## config.mk

```make
export PLATFORM = sky130hd
export DESIGN_NAME = n64adv2_hdmi_clksel_seq
export DESIGN_NICKNAME = d
export VERILOG_FILES = /design/src/rtl/n64adv2_hdmi_clksel_seq_pkg.sv /design/src/rtl/n64adv2_hdmi_clksel_seq_sync2.sv /design/src/rtl/n64adv2_hdmi_clksel_seq.sv
export SDC_FILE = /design/constraint.sdc
export NUM_CORES = 1
export LEC_CHECK = 0
export CORE_ASPECT_RATIO = 1.25
export CORE_MARGIN = 3
export CORE_UTILIZATION = 25
export CTS_CLUSTER_DIAMETER = 50
export DETAILED_ROUTE_END_ITERATION = 10
export PLACE_DENSITY = 0.5
export SKIP_LAST_GASP = 1
export SLEW_MARGIN = 10
export SYNTH_ARGS = -nofsm -noshare
export SYNTH_HDL_FRONTEND = slang
export SYNTH_HIERARCHICAL = 1
export SYNTH_SLANG_ARGS = --single-unit
```

## constraint.sdc

```tcl
create_clock -name SYS_CLK_i -period 2.72 [get_ports SYS_CLK_i]
set_clock_uncertainty 0.2 [all_clocks]
set_input_delay 0.408 -clock SYS_CLK_i [delete_from_list [all_inputs] [get_ports SYS_CLK_i]]
set_output_delay 0.408 -clock SYS_CLK_i [all_outputs]
set_load 0.01 [all_outputs]
```

## src/rtl/n64adv2_hdmi_clksel_seq_pkg.sv

```systemverilog
// -----------------------------------------------------------------------------
// n64adv2_hdmi_clksel_seq_pkg
// Shared definitions for the HDMI clock-select sequencer:
//   - state encoding of the sequencer FSM (3 bits)
//   - default cycle counts for request qualification, reset hold and settle
//   - small helper used to size the shared cycle counter
// -----------------------------------------------------------------------------
package n64adv2_hdmi_clksel_seq_pkg;

   // Default timing (system clock cycles)
   localparam int STABLE_CYCLES_DEF = 16;
   localparam int HOLD_CYCLES_DEF   = 64;
   localparam int SETTLE_CYCLES_DEF = 256;

   // INIT waits this many cycles so the synchronizer output is valid
   localparam int INIT_WAIT_CYCLES  = 2;

   typedef enum logic [2:0] {
      ST_INIT   = 3'd0,
      ST_IDLE   = 3'd1,
      ST_QUAL   = 3'd2,
      ST_HOLD   = 3'd3,
      ST_SWITCH = 3'd4,
      ST_SETTLE = 3'd5
   } state_e;

   function automatic int max_int(input int a, input int b);
      return (a > b) ? a : b;
   endfunction

endpackage

```

## src/rtl/n64adv2_hdmi_clksel_seq_sync2.sv

```systemverilog
// -----------------------------------------------------------------------------
// n64adv2_sync2
// Generic 2-flop synchronizer, asynchronous active-low reset, reset value 0.
// Ports:
//   clk_i    in   destination clock
//   rst_n_i  in   asynchronous active-low reset
//   d_i      in   asynchronous input (W bits)
//   q_o      out  synchronized output, 2 cycles latency
// -----------------------------------------------------------------------------
module n64adv2_sync2 #(
   parameter int W = 1
) (
   input  logic         clk_i,
   input  logic         rst_n_i,
   input  logic [W-1:0] d_i,
   output logic [W-1:0] q_o
);

   logic [W-1:0] meta_q;
   logic [W-1:0] sync_q;

   always_ff @(posedge clk_i or negedge rst_n_i) begin
      if (!rst_n_i) begin
         meta_q <= '0;
         sync_q <= '0;
      end else begin
         meta_q <= d_i;
         sync_q <= meta_q;
      end
   end

   assign q_o = sync_q;

endmodule

```

## src/rtl/n64adv2_hdmi_clksel_seq.sv

```systemverilog
// -----------------------------------------------------------------------------
// n64adv2_hdmi_clksel_seq
// Sequences a glitch-safe switch between the HDMI main and sub pixel clocks.
// The HDMI domain is held in reset around every select change; reset is only
// released once the new clock has settled and the transmitter is configured.
// Runs entirely in the SYS_CLK_i domain.
//
// Ports:
//   SYS_CLK_i        in   system clock
//   nRST_i           in   asynchronous active-low reset
//   sel_req_i        in   requested select (1 = sub clock), asynchronous
//   cfg_done_i       in   HDMI transmitter configured (level)
//   clksel_o         out  registered select to the clock-control block
//   hdmi_nrst_req_o  out  registered active-low HDMI reset request
//   busy_o           out  high whenever the FSM is not in IDLE
//   switch_cnt_o     out  completed switches (8 bit, saturating)
//   state_dbg_o      out  current FSM state (debug)
//
// Build option:
//   N64ADV2_CLKSEL_SWITCH_COUNT_EN  defined: switch_cnt_o counts completed
//                                   switches, saturating at 8'hFF.
//                                   undefined: switch_cnt_o tied to 8'h00.
// -----------------------------------------------------------------------------
module n64adv2_hdmi_clksel_seq
   import n64adv2_hdmi_clksel_seq_pkg::*;
#(
   parameter int STABLE_CYCLES = STABLE_CYCLES_DEF,
   parameter int HOLD_CYCLES   = HOLD_CYCLES_DEF,
   parameter int SETTLE_CYCLES = SETTLE_CYCLES_DEF
) (
   input  logic       SYS_CLK_i,
   input  logic       nRST_i,
   input  logic       sel_req_i,
   input  logic       cfg_done_i,
   output logic       clksel_o,
   output logic       hdmi_nrst_req_o,
   output logic       busy_o,
   output logic [7:0] switch_cnt_o,
   output logic [2:0] state_dbg_o
);

   // The counter must also reach the INIT wait, which matters only when all
   // three cycle parameters are tiny.
   localparam int CNT_MAX = max_int(max_int(STABLE_CYCLES, HOLD_CYCLES),
                                    max_int(SETTLE_CYCLES, INIT_WAIT_CYCLES));
   localparam int CNT_W   = $clog2(CNT_MAX + 1);

   // Terminal values: the counter starts at 0 on state entry, so the exit
   // edge is the one where the counter already holds N-1.
   localparam logic [CNT_W-1:0] INIT_LAST   = CNT_W'(INIT_WAIT_CYCLES);
   localparam logic [CNT_W-1:0] STABLE_LAST = CNT_W'(STABLE_CYCLES - 1);
   localparam logic [CNT_W-1:0] HOLD_LAST   = CNT_W'(HOLD_CYCLES - 1);
   localparam logic [CNT_W-1:0] SETTLE_LAST = CNT_W'(SETTLE_CYCLES - 1);
   localparam logic [CNT_W-1:0] CNT_ONE     = CNT_W'(1);

   logic             sel_sync;
   state_e           state_q;
   logic [CNT_W-1:0] cnt_q;
   logic             clksel_q;
   logic             hdmi_nrst_q;
   logic             busy_q;

   n64adv2_sync2 #(
      .W (1)
   ) u_sync_sel (
      .clk_i   (SYS_CLK_i),
      .rst_n_i (nRST_i),
      .d_i     (sel_req_i),
      .q_o     (sel_sync)
   );

   // Sequencer FSM. busy_q is written together with every state change so it
   // is always equal to (state_q != ST_IDLE) without a decode after the flop.
   always_ff @(posedge SYS_CLK_i or negedge nRST_i) begin
      if (!nRST_i) begin
         state_q     <= ST_INIT;
         cnt_q       <= '0;
         clksel_q    <= 1'b0;
         hdmi_nrst_q <= 1'b0;
         busy_q      <= 1'b1;
      end else begin
         case (state_q)
            ST_INIT: begin
               if (cnt_q == INIT_LAST) begin
                  clksel_q <= sel_sync;
                  state_q  <= ST_SETTLE;
                  cnt_q    <= '0;
               end else begin
                  cnt_q <= cnt_q + CNT_ONE;
               end
            end

            ST_IDLE: begin
               if (!cfg_done_i) begin
                  // Transmitter lost its configuration: re-enter reset and
                  // wait for it via the normal settle path.
                  hdmi_nrst_q <= 1'b0;
                  state_q     <= ST_SETTLE;
                  cnt_q       <= '0;
                  busy_q      <= 1'b1;
               end else if (sel_sync != clksel_q) begin
                  state_q <= ST_QUAL;
                  cnt_q   <= '0;
                  busy_q  <= 1'b1;
               end
            end

            ST_QUAL: begin
               if (sel_sync == clksel_q) begin
                  // Glitch on the request: drop it without touching reset.
                  state_q <= ST_IDLE;
                  cnt_q   <= '0;
                  busy_q  <= 1'b0;
               end else if (cnt_q == STABLE_LAST) begin
                  hdmi_nrst_q <= 1'b0;
                  state_q     <= ST_HOLD;
                  cnt_q       <= '0;
               end else begin
                  cnt_q <= cnt_q + CNT_ONE;
               end
            end

            ST_HOLD: begin
               if (cnt_q == HOLD_LAST) begin
                  state_q <= ST_SWITCH;
                  cnt_q   <= '0;
               end else begin
                  cnt_q <= cnt_q + CNT_ONE;
               end
            end

            ST_SWITCH: begin
               clksel_q <= ~clksel_q;
               state_q  <= ST_SETTLE;
               cnt_q    <= '0;
            end

            ST_SETTLE: begin
               if (cnt_q == SETTLE_LAST) begin
                  // Count stays saturated until the transmitter is ready.
                  if (cfg_done_i) begin
                     hdmi_nrst_q <= 1'b1;
                     state_q     <= ST_IDLE;
                     cnt_q       <= '0;
                     busy_q      <= 1'b0;
                  end
               end else begin
                  cnt_q <= cnt_q + CNT_ONE;
               end
            end

            default: begin
               hdmi_nrst_q <= 1'b0;
               state_q     <= ST_INIT;
               cnt_q       <= '0;
               busy_q      <= 1'b1;
            end
         endcase
      end
   end

`ifdef N64ADV2_CLKSEL_SWITCH_COUNT_EN
   logic [7:0] switch_cnt_q;
   logic [7:0] switch_cnt_d;

   // Counts on the SWITCH edge, the same edge clksel_o toggles.
   always_comb begin
      switch_cnt_d = switch_cnt_q;
      if ((state_q == ST_SWITCH) && (switch_cnt_q != 8'hFF)) begin
         switch_cnt_d = switch_cnt_q + 8'd1;
      end
   end

   always_ff @(posedge SYS_CLK_i or negedge nRST_i) begin
      if (!nRST_i) begin
         switch_cnt_q <= 8'h00;
      end else begin
         switch_cnt_q <= switch_cnt_d;
      end
   end

   assign switch_cnt_o = switch_cnt_q;
`else
   assign switch_cnt_o = 8'h00;
`endif

   assign clksel_o        = clksel_q;
   assign hdmi_nrst_req_o = hdmi_nrst_q;
   assign busy_o          = busy_q;
   assign state_dbg_o     = state_q;

endmodule

```

==> results of run 1 <==
routing by layer:
layer | GRT usage, % | up-vias
li1 | - | 477
met1 | 12.2 | 481
met2 | 16.4 | 24
met3 | 2.30 | 0
met4 | 1.63 | 0
met5 | 0 | -
per-stage QoR:
step | std cells | total power, mW | TNS [ns] | worst slack [ns]
3_3_place_gp | 199 | 0.284 | 0 | 0.0494
4_1_cts | 203 | 0.479 | 0 | 0.0437
3_5_place_dp | 199 | 0.284 | 0 | 0.0485
5_1_grt | 203 | 0.500 | -0.000953 | -0.000953
6_report | 203 | 0.467 | 0 | 0.164
2_1_floorplan | 142 | 0.278 | 0 | 0.293
area by class of cell:
type / count / area [sq um] / area share [%]
inverter: 8 / 30.0 / 2.19
sequential: 17 / 427 / 31.1
timing repair buffer: 13 / 120 / 8.75
tap: 58 / 72.6 / 5.29
multi-input combinational: 103 / 678 / 49.4
clock buffer: 4 / 45.0 / 3.28
cell families (layout without fill, tap and decap cells):
kind of cell / count (synthesis) / after routing / synth area share, %
AO/OA/AOI/OAI: 31 / 31 / 19.0
XOR/XNOR: 5 / 5 / 3.67
adder cells (fa/ha/maj): 4 / 4 / 4.19
buffers and inverters: 22 / 25 / 10.3
flip-flops: 17 / 17 / 35.7
multiplexers: 5 / 5 / 4.72
other: 1 / 8 / 0.314
AND/OR/NAND/NOR: 50 / 50 / 22.1
placed cells by master (no fill, tap or decap), types with 2 or more instances in the layout:
master	count
nor3_1	4
or3_1	3
ha_1	4
nor2_1	17
dfrtp_1	16
mux2i_1	3
clkbuf_8	3
inv_1	8
nand2_1	13
o21ai_0	3
and3_1	2
o21ai_1	2
o21a_1	2
buf_4	4
xnor2_1	4
a21oi_2	2
conb_1	8
a21oi_1	8
clkdlybuf4s50_1	9
nand3_1	3
o22ai_1	4
a211o_1	3
power groups by stage:
stage | clock (mW) | sequential, mW | combinational (mW)
detailed placement | 0 | 0.261 | 0.0231
global placement | 0 | 0.261 | 0.0231
floorplan | 0 | 0.261 | 0.0171
finish | 0.188 | 0.256 | 0.0232
global route | 0.217 | 0.256 | 0.0264
CTS | 0.200 | 0.256 | 0.0232
timing repair:
action | CTS | global route
setup buffers | 0 | 0
endpoints found under the setup margin | 0 | 6
gates resized for setup | 0 | 2
worst max path at each step:
stage / start / to / slack, ns / cells after the start
floorplan: cnt_q[1]$_DFFE_PN0P_ / state_dbg_o[1]$_DFFE_PN0P_ / 0.29 / 10
global placement: cnt_q[1]$_DFFE_PN0P_ / state_dbg_o[1]$_DFFE_PN0P_ / 0.05 / 10
detailed placement: cnt_q[1]$_DFFE_PN0P_ / state_dbg_o[1]$_DFFE_PN0P_ / 0.05 / 10
CTS: cnt_q[1]$_DFFE_PN0P_ / state_dbg_o[1]$_DFFE_PN0P_ / 0.04 / 10
global route: cnt_q[1]$_DFFE_PN0P_ / cnt_q[2]$_DFFE_PN0P_ / -0.001 / 10
finish: cnt_q[1]$_DFFE_PN0P_ / state_dbg_o[1]$_DFFE_PN0P_ / 0.16 / 10
state kept, by name (all words and copies together), names as in the netlist:
name,cells
state_dbg_o,3
u_sync_sel/q_o,1
busy_o,1
clksel_o,1
cnt_q,9
hdmi_nrst_req_o,1
u_sync_sel/meta_q,1
synthesized netlist by cell type (2+ instances only):
master	n
mux2i_1	3
buf_4	8
and3_1	2
dfrtp_1	16
a211o_1	3
a21oi_2	2
o21a_1	2
nand2_1	13
nor2_1	17
clkbuf_1	2
ha_1	4
a21oi_1	8
xnor2_1	4
inv_1	8
nand3_1	3
or3_1	3
o21ai_0	4
nor3_1	4
o22ai_1	4
worst max-delay path: stages, from the launching register on:
cell and delay, ns:
dfrtp_1 0.42, ha_1 0.23, nand3_2 0.15, nor2_1 0.08, nand3_1 0.11, inv_1 0.05
ha_1 0.25, a32oi_2 0.24, o21ai_1 0.17, nor3_4 0.23, mux2_4 0.32
==> results.yml, run 1 <==
run_status:
  status: "finished, final reports clean"
route:
  drt-total-wl_microns: 2490
  met3_length_microns: 139
  wl_per_cell_microns: 12.3
  via_per_inst: 4.84
  route.met2.wl_microns: 1260
  drt-met1-wl_microns: 1100
  num_vias: 982
  drt_iter0_drc: 48
  postRouteAntennaNets: 0
  highest_layer: "met3"
  firstDrtPassIters: 4
  drc: 0
place:
  globalplace.congestion: 0.721
  dp_hpwl_microns: 1950
  port_buffers: 9
  dpl-instance-area_sq_um: 1320
global_route:
  track_usage_pct: 9.61
  grt-ovfl-total: 0
  grt_pass1_vias: 980
  antenna_found_initial: 0
  grt_first_pass_wirelength_microns: 4350
  grt_max_degree: 18
sta:
  hold_viol: 0
  fmaxAchievable_mhz: 391
  setup_viol: 0
  holdWs_ns: 0.149
  finalCritPeriodShare_pct: 94.0
  slew_viol_final: 0
  rsz0062_at_grt: "true"
  tightest_slew_ns: 0.761
  relSlewSlack_pct: 49.1
  min_period_ns: 2.56
clocking:
  path_clk_slew_ns: 0.07
  cts_tree: "yes"
  clock_latency_ns: 0.25
  cts_buffers: 3
  cts_max_level: 1
  clock-root-buffer: "clkbuf_8"
  clock_path_buffers: 2
  postCtsHoldBufs: 0
  clock_sinks: 17
worst_setup_path:
  crit_path_end_kind: "register"
  r2r_start: "cnt_q[1]$_DFFE_PN0P_"
  cp.arrival_ns: 2.49
  critPathRequiredTime_ns: 2.66
  critPathMaxFanout: 6
  crit_type: "register to register"
  start_kind: "register"
  r2r-end: "state_dbg_o[1]$_DFFE_PN0P_"
  rrSetupSlack_ns: 0.16
  reg2reg_depth: 10
floorplan:
  start_util_pct: 26.6
  die_height_microns: 83.3
  die_w_microns: 67.8
  num_rows: 27
  core_sq_um: 4490
  dieArea_sq_um: 5650
  top_level_ports: 18
pwr:
  leakagePower_nw: 0.577
  power.share.sequential_pct: 54.8
  p_clk_share_pct: 40.2
  internal_power_uw: 367
  powerDensity_nw_per_um2: 340
  vdd_drop_max_v: 0.000269
  switchingPower_uw: 101
  combPwrFrac_pct: 5.0
  power.share.switching_pct: 21.6
hold_path:
  min_to: "u_sync_sel/q_o$_DFF_PN0_"
  hold_start: "u_sync_sel/meta_q$_DFF_PN0_"
  hold_path_class: "register to register"
  hold_depth: 0
synthesis:
  syn_avg_cell_area_sq_um: 8.84
  synth_edf_count: 0
  yosysWarnings: 6
  ys.flop_type: "dfrtp_1"
  postSynthCellCount: 135
  yosys.area.top_type: "dfrtp_1"
  synth_top_area_share_pct: 33.5
  yosysSeqAreaShare_pct: 35.7
  synthesis.area_sq_um: 1190
  ys_ff_latch: 17
  ys_async_sr_fraction_pct: 100
  yosys-top-cells-area: "dfrtp_1 34%, nor2_1 5.3%, buf_4 5.0%, ha_1 4.2%, nand2_1 4.1%"
  yosysUniqueCellTypes: 44
cells_and_area:
  area_growth_syn_to_layout_pct: 15.0
  n_fill_cell: 464
  layout.nets: 154
  fin_util_pct: 30.5
  diodes: 0
  drive_gt1_share_pct: 13.1
  stdcell_area_sq_um: 1370
job:
  maxCapViolations: 0
(Power assumes the default switching activity.)
==> run 2: changes to the inputs <==
--- a/config.mk
+++ b/config.mk
@@ -8,6 +8,7 @@
 export CORE_ASPECT_RATIO = 1.25
 export CORE_MARGIN = 3
 export CORE_UTILIZATION = 25
+export CTS_BUF_LIST = sky130_fd_sc_hd__clkbuf_4
 export CTS_CLUSTER_DIAMETER = 50
 export DETAILED_ROUTE_END_ITERATION = 10
 export PLACE_DENSITY = 0.5
==> results.yml, run 2 (synthesis results as in run 1) <==
floorplan:
  dieArea_sq_um: 5650
  num_rows: 27
  start_util_pct: 26.6
  top_level_ports: 18
  core_sq_um: 4490
  die_height_microns: 83.3
  die_w_microns: 67.8
place:
  dpl_worst_slack_ns: 0.0485
  dp_hpwl_microns: 1950
  globalplace.congestion: 0.721
  port_buffers: 9
sta:
  timing.final.ws_setup_ns: 0.162
  min_period_ns: 2.56
  finalCritPeriodShare_pct: 94.0
  tightest_slew_ns: 0.769
  slew_viol_final: 0
  rsz0062_at_grt: "true"
  setup_viol: 0
  fmaxAchievable_mhz: 391
  relSlewSlack_pct: 48.5
  hold_viol: 0
cells_and_area:
  final_cell_mix: "17 x nor2_1, 16 x dfrtp_1, 13 x nand2_1, 9 x clkdlybuf4s50_1"
  largest_register: "cnt_q"
  layout.nets: 154
  area_growth_syn_to_layout_pct: 13.7
  drive_gt1_share_pct: 13.8
  final_common_cell: "nor2_1"
  largest_reg_flops: 9
  diodes: 0
worst_setup_path:
  crit_path_end_kind: "register"
  slowest_stage: "dfrtp_1"
  timing.critical_path.mode_cell: "ha_1"
  critPathRequiredTime_ns: 2.70
  cp.arrival_ns: 2.54
  critPathMaxStageDelay_ns: 0.43
  crit_type: "register to register"
  critPathMaxFanout: 6
  start_kind: "register"
  path_cells: "ha_1 -> nand3_2 -> nor2_1 -> nand3_1 -> inv_1 -> ha_1 -> a32oi_2 -> o21ai_1 -> nor3_4 -> mux2_4"
pwr:
  vdd_drop_max_v: 0.000236
  powerDensity_nw_per_um2: 312
  leakagePower_nw: 0.573
  total_power_uw: 424
route:
  drc: 0
  wl_per_cell_microns: 12.3
  num_vias: 958
  via_per_inst: 4.72
  drt-total-wl_microns: 2490
  firstDrtPassIters: 4
  drt_iter0_drc: 52
  postRouteAntennaNets: 0
clocking:
  clock-root-buffer: "clkbuf_4"
  postCtsSetupBuffers: 0
  postCtsHoldBufs: 0
  cts_max_level: 1
  path_clk_slew_ns: 0.10
  clock_path_buffers: 2
  clock_sinks: 17
  post_cts_resized: 0
  cts_buffers: 3
  cts_tree: "yes"
  clock_latency_ns: 0.28
hold_path:
  hold_path_class: "register to register"
job:
  maxCapViolations: 0
run_status:
  status: "finished, final reports clean"
global_route:
  antenna_found_initial: 0
  grt_max_degree: 18
  grt-ovfl-total: 0
  grt_first_pass_wirelength_microns: 4320
  grt_pass1_vias: 974
  track_usage_pct: 9.45
==> run 2: routing by layer <==
metal,vias to the layer above,global-route usage [%],routed length [microns]
li1,477,-,-
met1,463,12.2,1140
met4,0,1.63,0
met2,18,16.4,1250
met5,-,0,0
met3,0,1.49,106
==> run 2: per-stage QoR <==
stage / hold WS, ns / cells / area (sq um) / util, % / setup TNS, ns
floorplan: -0.0876 / 142 / 1220 / - / 0
global placement: 0.133 / 199 / 1320 / 29.4 / 0
detailed placement: 0.136 / 199 / 1320 / 29.4 / 0
CTS: 0.158 / 203 / 1350 / 30.0 / 0
global route: 0.196 / 203 / 1360 / 30.2 / -0.00723
finish: 0.157 / 203 / 1360 / 30.2 / 0
==> run 2: cell type report <==
| class | instances | area (sq um) |
|---|---|---|
| tap | 58 | 72.6 |
| clock buffer | 4 | 30.0 |
| timing repair buffer | 13 | 120 |
| inverter | 8 | 30.0 |
| sequential | 17 | 427 |
| multi-input combinational | 103 | 678 |
| fill | 465 | 3140 |
==> run 2: path summary, 6_finish.rpt <==
check	cells past startpoint	endpoint	start	slack, ns
min in group asynchronous	1	cnt_q[3]$_DFFE_PN0P_	nRST_i	0.36
min	0	u_sync_sel/q_o$_DFF_PN0_	u_sync_sel/meta_q$_DFF_PN0_	0.16
max	10	state_dbg_o[1]$_DFFE_PN0P_	cnt_q[1]$_DFFE_PN0P_	0.16
max in group asynchronous	1	state_dbg_o[2]$_DFFE_PN0P_	nRST_i	1.47
min reg2reg	0	u_sync_sel/q_o$_DFF_PN0_	u_sync_sel/meta_q$_DFF_PN0_	0.16
max reg2reg	10	state_dbg_o[1]$_DFFE_PN0P_	cnt_q[1]$_DFFE_PN0P_	0.16
==> run 2: worst max-delay path, delay by kind of cell (launching register included) <==
family / cells / cell delay [ns]
simple gates: 4 / 0.57
fa+ha+maj: 2 / 0.47
flops: 1 / 0.43
compound gates: 2 / 0.40
mux: 1 / 0.32
buf+inv: 1 / 0.05
==> run 2: report_power, final <==
part	internal (mW)	switching (mW)	total, mW
Clock	0.0668	0.0782	0.145
Combinational	0.00762	0.0156	0.0233
Sequential	0.255	0.000901	0.256
Total	0.329	0.0948	0.424
==> run 3: changes to the inputs <==
--- a/config.mk
+++ b/config.mk
@@ -11,6 +11,7 @@
 export CTS_BUF_LIST = sky130_fd_sc_hd__clkbuf_4
 export CTS_CLUSTER_DIAMETER = 50
 export DETAILED_ROUTE_END_ITERATION = 10
+export MAX_ROUTING_LAYER = met4
 export PLACE_DENSITY = 0.5
 export SKIP_LAST_GASP = 1
 export SLEW_MARGIN = 10
==> results.yml, run 3 (synthesis results as in run 1) <==
cells_and_area:
  final_common_cell: "nor2_1"
  drive_gt1_share_pct: 13.8
  ff_latch_area_sq_um: 427
  layout.nets: 154
  n_fill_cell: 465
  final_cell_mix: "17 x nor2_1, 16 x dfrtp_1, 13 x nand2_1, 9 x clkdlybuf4s50_1"
  multiInputGateArea_sq_um: 678
  area_growth_syn_to_layout_pct: 13.7
  largest_reg_flops: 9
  diodes: 0
  largest_register: "cnt_q"
floorplan:
  die_height_microns: 83.3
  dieArea_sq_um: 5650
  num_rows: 27
  core_sq_um: 4490
  die_w_microns: 67.8
  top_level_ports: 18
  start_util_pct: 26.6
pwr:
  power.share.switching_pct: 22.3
  p_clk_share_pct: 34.1
  powerDensity_nw_per_um2: 312
  vdd_drop_max_v: 0.000236
  combPwrFrac_pct: 5.5
  internal_power_uw: 329
  power.share.sequential_pct: 60.4
  leakagePower_nw: 0.573
  switchingPower_uw: 94.4
worst_setup_path:
  critPathRequiredTime_ns: 2.70
  path_cells: "ha_1 -> nand3_2 -> nor2_1 -> nand3_1 -> inv_1 -> ha_1 -> a32oi_2 -> o21ai_1 -> nor3_4 -> mux2_4"
  critPathMaxStageDelay_ns: 0.43
  critPathMaxFanout: 6
  crit_type: "register to register"
  crit_path_end_kind: "register"
  worstPathBufferInverterCount: 1
  timing.critical_path.mode_cell: "ha_1"
  start_kind: "register"
  path_delay_family: "simple AND/OR/NAND/NOR gates"
  slowest_stage: "dfrtp_1"
  cp.arrival_ns: 2.53
sta:
  relSlewSlack_pct: 48.5
  holdWs_ns: 0.157
  finalCritPeriodShare_pct: 93.9
  setup_viol: 0
  finalSetupTns_ns: 0
  fmaxAchievable_mhz: 392
  min_period_ns: 2.55
  slew_viol_final: 0
  tightest_slew_ns: 0.769
  rsz0062_at_grt: "true"
  timing.final.ws_setup_ns: 0.167
  hold_viol: 0
route:
  firstDrtPassIters: 4
  via_per_inst: 4.73
  drt-met1-wl_microns: 1140
  num_vias: 960
  postRouteAntennaNets: 0
  wl_per_cell_microns: 12.2
  drc: 0
  highest_layer: "met3"
  drt-total-wl_microns: 2480
  drt_iter0_drc: 54
  met3_length_microns: 84
  route.met2.wl_microns: 1250
job:
  maxCapViolations: 0
clocking:
  cts_buffers: 3
  clock-root-buffer: "clkbuf_4"
  clock_latency_ns: 0.28
  cts_max_level: 1
  path_clk_slew_ns: 0.10
  clock_path_buffers: 2
  clock_sinks: 17
  cts_tree: "yes"
global_route:
  grt-ovfl-total: 0
  antenna_found_initial: 0
  grt_max_degree: 18
  track_usage_pct: 9.70
  grt_pass1_vias: 973
  grt_first_pass_wirelength_microns: 4330
place:
  port_buffers: 9
  dp_hpwl_microns: 1950
  dpl_worst_slack_ns: 0.0485
  globalplace.congestion: 0.730
hold_path:
  hold_path_class: "register to register"
run_status:
  status: "finished, final reports clean"
[run 3: cell type report]
type	count	share of cell area [%]
clock buffers	4	2.21
inverters	8	2.21
multi-input cells	103	50.0
flip-flops and latches	17	31.4
well taps	58	5.35
repair buffers	13	8.85
[run 3: what timing repair did]
action / 4_1_cts / 5_1_grt
setup endpoints to repair: 0 / 6
setup buffers: 0 / 0
gates resized for setup: 0 / 2
hold buffers: 0 / 0
[run 3: final timing paths]
| check | endpoint | from | slack, ns | cells past startpoint |
|---|---|---|---|---|
| max in group asynchronous | state_dbg_o[2]$_DFFE_PN0P_ | nRST_i | 1.47 | 1 |
| worst min-delay path | u_sync_sel/q_o$_DFF_PN0_ | u_sync_sel/meta_q$_DFF_PN0_ | 0.16 | 0 |
| min in group asynchronous | cnt_q[3]$_DFFE_PN0P_ | nRST_i | 0.36 | 1 |
| worst max-delay path | state_dbg_o[1]$_DFFE_PN0P_ | cnt_q[1]$_DFFE_PN0P_ | 0.17 | 10 |
| worst max register to register | state_dbg_o[1]$_DFFE_PN0P_ | cnt_q[1]$_DFFE_PN0P_ | 0.17 | 10 |
| worst min register to register | u_sync_sel/q_o$_DFF_PN0_ | u_sync_sel/meta_q$_DFF_PN0_ | 0.16 | 0 |
[run 3: power by group through the flow]
stage          Sequential (mW)  Clock (mW)  Combinational, mW
2_1_floorplan            0.261           0             0.0171
3_5_place_dp             0.261           0             0.0231
5_1_grt                  0.256       0.171             0.0264
3_3_place_gp             0.261           0             0.0231
6_report                 0.256       0.145             0.0233
4_1_cts                  0.256       0.156             0.0232
[run 3: per-stage QoR]
stage | std cells | total power [mW] | util, % | instance area, sq um
floorplan | 142 | 0.278 | - | 1220
global placement | 199 | 0.284 | 29.4 | 1320
detailed placement | 199 | 0.284 | 29.4 | 1320
CTS | 203 | 0.435 | 30.0 | 1350
global route | 203 | 0.454 | 30.2 | 1360
finish | 203 | 0.424 | 30.2 | 1360
[run 3: per-layer routing]
| metal | GRT usage [%] | vias up |
|---|---|---|
| li1 | - | 478 |
| met1 | 12.3 | 467 |
| met2 | 16.4 | 15 |
| met3 | 1.35 | 0 |
| met4 | 1.63 | 0 |
| met5 | - | - |
